File: config.mk
export PLATFORM = sky130hd
export DESIGN_NAME = seq_booth_mac
export DESIGN_NICKNAME = d
export VERILOG_FILES = /design/src/rtl/seq_booth_mac.sv
export SDC_FILE = /design/constraint.sdc
export NUM_CORES = 1
export LEC_CHECK = 0
export BUFFER_PORTS_ARGS = -buffer_cell sky130_fd_sc_hd__buf_2
export CAP_MARGIN = 30
export CORE_ASPECT_RATIO = 1.4
export CORE_MARGIN = 2
export CORE_UTILIZATION = 30
export CTS_BUF_LIST = sky130_fd_sc_hd__clkbuf_2 sky130_fd_sc_hd__clkbuf_4 sky130_fd_sc_hd__clkbuf_8
export DETAILED_ROUTE_END_ITERATION = 16
export PLACE_DENSITY = 0.48
export SLEW_MARGIN = 10
export SYNTH_ARGS = -nofsm -noshare
export SYNTH_HDL_FRONTEND = slang
export SYNTH_SLANG_ARGS = --single-unit
File: constraint.sdc
create_clock -name clk -period 7.15 [get_ports clk]
set_clock_uncertainty 0.05 [all_clocks]
set_input_delay 1.0725 -clock clk [delete_from_list [all_inputs] [get_ports clk]]
set_output_delay 1.0725 -clock clk [all_outputs]
set_load 0.1 [all_outputs]
File: src/rtl/seq_booth_mac.sv
// Iterative radix-4 Booth multiply-accumulate: one Booth digit per cycle, valid/ready on both sides.
// Define SEQ_BOOTH_MAC_SAT_EN for a saturating accumulator with sticky acc_sat; otherwise acc wraps.
module seq_booth_mac #(
    parameter int W     = 16,
    parameter int ACC_W = 2*W+8
) (
    input  logic               clk,
    input  logic               rst,
    input  logic               in_valid,
    output logic               in_ready,
    input  logic [W-1:0]       a,
    input  logic [W-1:0]       b,
    input  logic               is_signed,
    input  logic               acc_en,
    input  logic               acc_clr,
    output logic               out_valid,
    input  logic               out_ready,
    output logic [2*W-1:0]     product,
    output logic [ACC_W-1:0]   acc,
    output logic               acc_sat,
    output logic               busy
);

    localparam int PW = 2*W+4;
    localparam int CW = $clog2(W/2+1);
    localparam logic [CW-1:0] LAST = CW'(W/2);

    typedef enum logic [1:0] {IDLE, RUN, DONE} state_t;

    state_t                  state_q, state_d;
    logic [CW-1:0]           cnt_q;
    logic signed [PW-1:0]    mcand_q;
    logic [W+2:0]            mplr_q;
    logic signed [PW-1:0]    pacc_q, pacc_nxt;
    logic                    sgn_q, acc_en_q;
    logic [2*W-1:0]          product_q;
    logic [ACC_W-1:0]        acc_q, acc_base;
    logic                    sat_q;
    logic                    last_digit, acc_upd;
    logic [ACC_W:0]          acc_res;
    logic [W+1:0]            a_x;

    // Radix-4 Booth recoding of one digit {b[2k+1], b[2k], b[2k-1]} into {0, +-1, +-2} x multiplicand.
    function automatic logic signed [PW-1:0] booth_term(input logic [2:0] dig,
                                                       input logic signed [PW-1:0] m);
        case (dig)
            3'b001, 3'b010: return m;
            3'b011:         return m <<< 1;
            3'b100:         return -(m <<< 1);
            3'b101, 3'b110: return -m;
            default:        return '0;
        endcase
    endfunction

    // Returns {clamped, new_acc} for base + ext(p).
    function automatic logic [ACC_W:0] acc_add(input logic [ACC_W-1:0] base,
                                               input logic [2*W-1:0]   p,
                                               input logic             sgn);
        logic [ACC_W+2*W-1:0] wide;
        logic [ACC_W-1:0]     ext;
`ifdef SEQ_BOOTH_MAC_SAT_EN
        logic [ACC_W:0]       sum;
        logic                 ovf;
        logic [ACC_W-1:0]     clamp;
        wide = {{ACC_W{sgn & p[2*W-1]}}, p};
        ext  = wide[ACC_W-1:0];
        sum  = {1'b0, base} + {1'b0, ext};
        if (sgn) begin
            ovf   = (base[ACC_W-1] == ext[ACC_W-1]) && (sum[ACC_W-1] != base[ACC_W-1]);
            clamp = base[ACC_W-1] ? {1'b1, {(ACC_W-1){1'b0}}} : {1'b0, {(ACC_W-1){1'b1}}};
        end else begin
            ovf   = sum[ACC_W];
            clamp = {ACC_W{1'b1}};
        end
        return ovf ? {1'b1, clamp} : {1'b0, sum[ACC_W-1:0]};
`else
        wide = {{ACC_W{sgn & p[2*W-1]}}, p};
        ext  = wide[ACC_W-1:0];
        return {1'b0, base + ext};
`endif
    endfunction

    always_comb begin
        state_d = state_q;
        case (state_q)
            IDLE:    if (in_valid) state_d = RUN;
            RUN:     if (cnt_q == LAST) state_d = DONE;
            DONE:    if (out_ready) state_d = IDLE;
            default: state_d = IDLE;
        endcase
    end

    always_comb begin
        a_x        = {{2{is_signed & a[W-1]}}, a};
        pacc_nxt   = pacc_q + booth_term(mplr_q[2:0], mcand_q);
        last_digit = (state_q == RUN) && (cnt_q == LAST);
        acc_upd    = last_digit && acc_en_q;
        acc_base   = acc_clr ? '0 : acc_q;
        acc_res    = acc_add(acc_base, pacc_nxt[2*W-1:0], sgn_q);
    end

    always_ff @(posedge clk) begin
        if (rst) begin
            state_q   <= IDLE;
            cnt_q     <= '0;
            product_q <= '0;
            acc_q     <= '0;
            sat_q     <= 1'b0;
        end else begin
            state_q <= state_d;
            case (state_q)
                IDLE: if (in_valid) begin
                    mcand_q  <= signed'({{(W+2){a_x[W+1]}}, a_x});
                    mplr_q   <= {{2{is_signed & b[W-1]}}, b, 1'b0};
                    pacc_q   <= '0;
                    cnt_q    <= '0;
                    sgn_q    <= is_signed;
                    acc_en_q <= acc_en;
                end
                RUN: begin
                    pacc_q  <= pacc_nxt;
                    mcand_q <= mcand_q <<< 2;
                    mplr_q  <= mplr_q >> 2;
                    cnt_q   <= cnt_q + 1'b1;
                    if (last_digit) product_q <= pacc_nxt[2*W-1:0];
                end
                default: ;
            endcase
            // Clear takes effect before a coincident accumulate.
            if (acc_upd) begin
                acc_q <= acc_res[ACC_W-1:0];
                sat_q <= (sat_q & ~acc_clr) | acc_res[ACC_W];
            end else if (acc_clr) begin
                acc_q <= '0;
                sat_q <= 1'b0;
            end
        end
    end

    assign in_ready  = (state_q == IDLE) && !rst;
    assign out_valid = (state_q == DONE);
    assign busy      = (state_q == RUN) || (state_q == DONE);
    assign product   = product_q;
    assign acc       = acc_q;
    assign acc_sat   = sat_q;

endmodule

==> flow_summary_export.csv <==
group,metric,value,unit
run_status,status,"finished, final reports clean",
global_routing,antenna_found_initial,2,
worst_setup_path,critPathLaunchType,"flop",
global_routing,grt_use_met3,2.15,%
yosys,synth_top_area_share,21.3,%
floorplan,die_area,41100,sq um
cts,postCtsHoldBufs,0,
yosys,synth-seq-area-share,34.7,%
final_layout,stdcell_area,14600,sq um
final_layout,nFillCells,4140,
yosys,syn-instance-count,1432,
final_layout,multi_input_area,7640,sq um
worst_setup_path,r2r_end,"acc[37]",
yosys,synth_top_family_by_area,"simple AND/OR/NAND/NOR gates",
route,drt-initial-drc-count,560,
yosys,synthArstFlopShare,0,%
worst_setup_path,cp_slowest_cell,"or4_4",
route,drt-total-wl,37.2,mm
global_routing,busiest_layer,"met2",
worst_setup_path,crit_start,"mcand_q[1]",
yosys,synth_nets,1546,
sta,fmax,148,MHz
yosys,yosysTopAreaCell,"edfxtp_1",
cts,cts_tree,"done",
final_layout,nets,1737,
cts,cts_max_level,4,
sta,fin_crit,6.78,ns
sta,setup-tns-final,0,ns
worst_setup_path,cpMostUsedCell,"buf_4",
power,vdd_ir_drop_max,0.112,mV
floorplan,chipWidth,172,um
min_path,holdCritStartpoint,"product[0]",
yosys,synthSimpleGateAreaFrac,22.1,%
route,drc,0,
floorplan,pin_count,115,
worst_setup_path,ff2ff_path_depth,33,
worst_setup_path,max_stage_delay,0.63,ns
floorplan,coreArea,39200,sq um
min_path,holdCritPathClass,"reg2reg",
route,dr.pass1.iters,5,
yosys,synthMuxAreaShare,3.53,%
cts,cts_sinks,163,
worst_setup_path,cp-end-kind,"flop",
final_layout,syn_to_final_growth,23.7,%
global_routing,grt_util_all_layers,18.5,%
sta,finalCritPeriodShare,94.8,%
cts,cts-root-buf,"clkbuf_8",
global_routing,grt_pass1_wl,59.1,mm
cts,clock_latency,0.52,ns
route,routedWlPerCell,17.2,um
final_layout,regArea,4100,sq um
worst_setup_path,rrSetupSlack,0.37,ns
worst_setup_path,rr_startpoint,"mcand_q[1]",
global_routing,use_met1,21.7,%
yosys,synth_edf_count,84,
job,max_cap_violations,0,
cts,path_clk_slew,0.10,ns
sta,timing.slew.headroom,46.4,%
floorplan,start_util,30.2,%
place,dp_cells,2119,
final_layout,drive_gt1_share,23.4,%
sta,maxSlewViolCount,0,
worst_setup_path,criticalPathCategory,"reg2reg",
yosys,yosys_most_used_dff,"edfxtp_1",
place,portBuffers,114,
power,powerDensity,259,nW/um^2
yosys,ys_ff_latch,163,
global_routing,grt_overflow,0,
place,gp_congestion,0.884,
worst_setup_path,cp_data_required_time,7.48,ns
yosys,avgSynthCellArea,8.26,sq um
worst_setup_path,arrival,7.11,ns
route,routed-via-count,11102,
worst_setup_path,path_max_fanout,5,
sta,finalHoldViolCount,0,
yosys,synth_area_leaders,"edfxtp_1, dfxtp_1, ha_1",
place,hpwl,28.1,mm
yosys,ys.warnings.count,0,
worst_setup_path,crit_path_end,"acc[37]",
yosys,synth_cell_types,76,
yosys,synth_area,11800,sq um
yosys,synth_compound_area_share,20.8,%
power,static-leakage-power,6.03,nW
sta,hold_slack,0.409,ns
floorplan,core.rowCount,86,
sta,worst_pin_slew,0.796,ns
route,ant_nets,0,
global_routing,grt_max_degree,61,
cts,cts_inserted_buffers,17,
route,via_per_inst,5.13,
yosys,synth_xor_area_share,6.66,%
global_routing,use_met2,33.9,%
min_path,hold-path-cell-count,2,
cts,clockBufferDepth,2,
yosys,synth-adder-area-share,8.15,%
final_layout,instances_no_fill,2165,
floorplan,die_h,239,um
place,placed_cell_area,13700,sq um
global_routing,grt_pass1_vias,11085,
sta,setup_viol,0,
## synthesized netlist by cell type (6+ instances only)
| library cell | count |
|---|---|
| a211oi_1 | 18 |
| a21o_1 | 25 |
| a21oi_1 | 142 |
| a221oi_1 | 19 |
| a22oi_1 | 13 |
| a31oi_1 | 12 |
| and2_1 | 36 |
| and3_1 | 19 |
| clkbuf_1 | 75 |
| dfxtp_1 | 79 |
| edfxtp_1 | 84 |
| ha_1 | 73 |
| inv_1 | 39 |
| mux2_2 | 29 |
| mux2i_1 | 8 |
| nand2_1 | 215 |
| nand2b_1 | 9 |
| nand3_1 | 27 |
| nand4_1 | 7 |
| nor2_1 | 108 |
| nor2b_1 | 48 |
| nor3_1 | 33 |
| nor4_1 | 8 |
| o211ai_1 | 10 |
| o21a_1 | 15 |
| o21ai_0 | 70 |
| o21bai_1 | 9 |
| o221ai_1 | 8 |
| o22ai_1 | 6 |
| or3_1 | 16 |
| xnor2_1 | 56 |
| xor2_1 | 34 |
## how the worst min path moves through the flow
stage                  to  slack, ns
2_1_floorplan    cnt_q[3]       0.43
3_3_place_gp   product[1]       0.39
3_5_place_dp   product[0]       0.40
4_1_cts        product[0]       0.41
5_1_grt        product[0]       0.44
6_report       product[0]       0.41
## layer usage
| layer | share of wire (%) | up-vias | wire [um] |
|---|---|---|---|
| met5 | 0 | - | 0 |
| li1 | - | 5539 | - |
| met1 | 42 | 5283 | 15600 |
| met3 | 3.1 | 56 | 1150 |
| met2 | 52 | 224 | 19400 |
| met4 | 2.8 | 0 | 1040 |
## power by group
| part | switching, mW | internal [mW] |
|---|---|---|
| combinational | 1.04 | 0.820 |
| sequential | 0.0525 | 1.08 |
| clock | 0.412 | 0.391 |
| total | 1.50 | 2.29 |
## placed cells by master, fill, tap and decap left out, types with 8 or more instances in the layout
cell type    n
a211oi_1    12
dfxtp_1     79
a221oi_1    19
a31oi_1     11
nor2b_1     48
a22oi_1     13
o21ai_0     63
o221ai_1     8
nor2_1     105
a21oi_2     11
and2_1      36
nand2b_1     8
ha_1        66
xor2_1      33
o21bai_1     9
mux2i_1      8
o21a_1      15
a21o_1      25
xnor2_1     52
edfxtp_1    84
o211ai_1    10
buf_2      114
inv_1       38
a21oi_1    131
nor3_1      26
nand3_1     26
and3_1      18
nand2_1    214
mux2_2      29
or3_1       16
clkbuf_8    17
buf_4      138
## cell families (layout without fill, tap and decap cells)
logic type      count (synthesis)  after routing
xor+xnor                       90             90
simple gates                  552            552
other cells                     0              1
flops                         163            163
compound gates                389            389
buf+inv                       124            328
mux                            38             38
fa+ha+maj                      76             76
## flip-flops by register name, summed over array words and instances (netlist names)
name	count
state_q	2
sgn_q	1
mcand_q	32
acc_en_q	1
acc	40
acc_sat	1
mplr_q	18
product	32
pacc_q	32
cnt_q	4
## layout make-up
type	instances	area share (%)
Sequential cell	163	28.0
Timing Repair Buffer	253	11.1
Tap cell	528	4.51
Inverter	43	1.10
Antenna cell	1	0.0171
Multi-Input combinational cell	1145	52.2
Clock inverter	15	1.47
Clock buffer	17	1.60
## worst max-delay path: cells and delay by family (launching register included)
family / cells / cell delay (ns)
adders and majority gates: 3 / 0.82
and+or+nand+nor: 9 / 1.78
buffers and inverters: 4 / 0.59
AOI/OAI and AO/OA: 15 / 2.68
xor gates and xnor gates: 2 / 0.31
DFF: 1 / 0.42
## repair_timing
action,4_1_cts,5_1_grt
endpoints found under the setup margin,0,12
setup buffers,0,13
resized for setup,0,76
## metrics by stage
step | util (%) | power (mW) | setup slack [ns]
2_1_floorplan | - | 2.28 | 0.0698
3_3_place_gp | 35.0 | 2.89 | 0.137
3_5_place_dp | 35.0 | 2.89 | 0.0832
4_1_cts | 36.2 | 3.71 | 0.0132
5_1_grt | 37.4 | 4.07 | -0.0352
6_report | 37.4 | 3.79 | 0.373
Power figures use the tool's default switching activity.
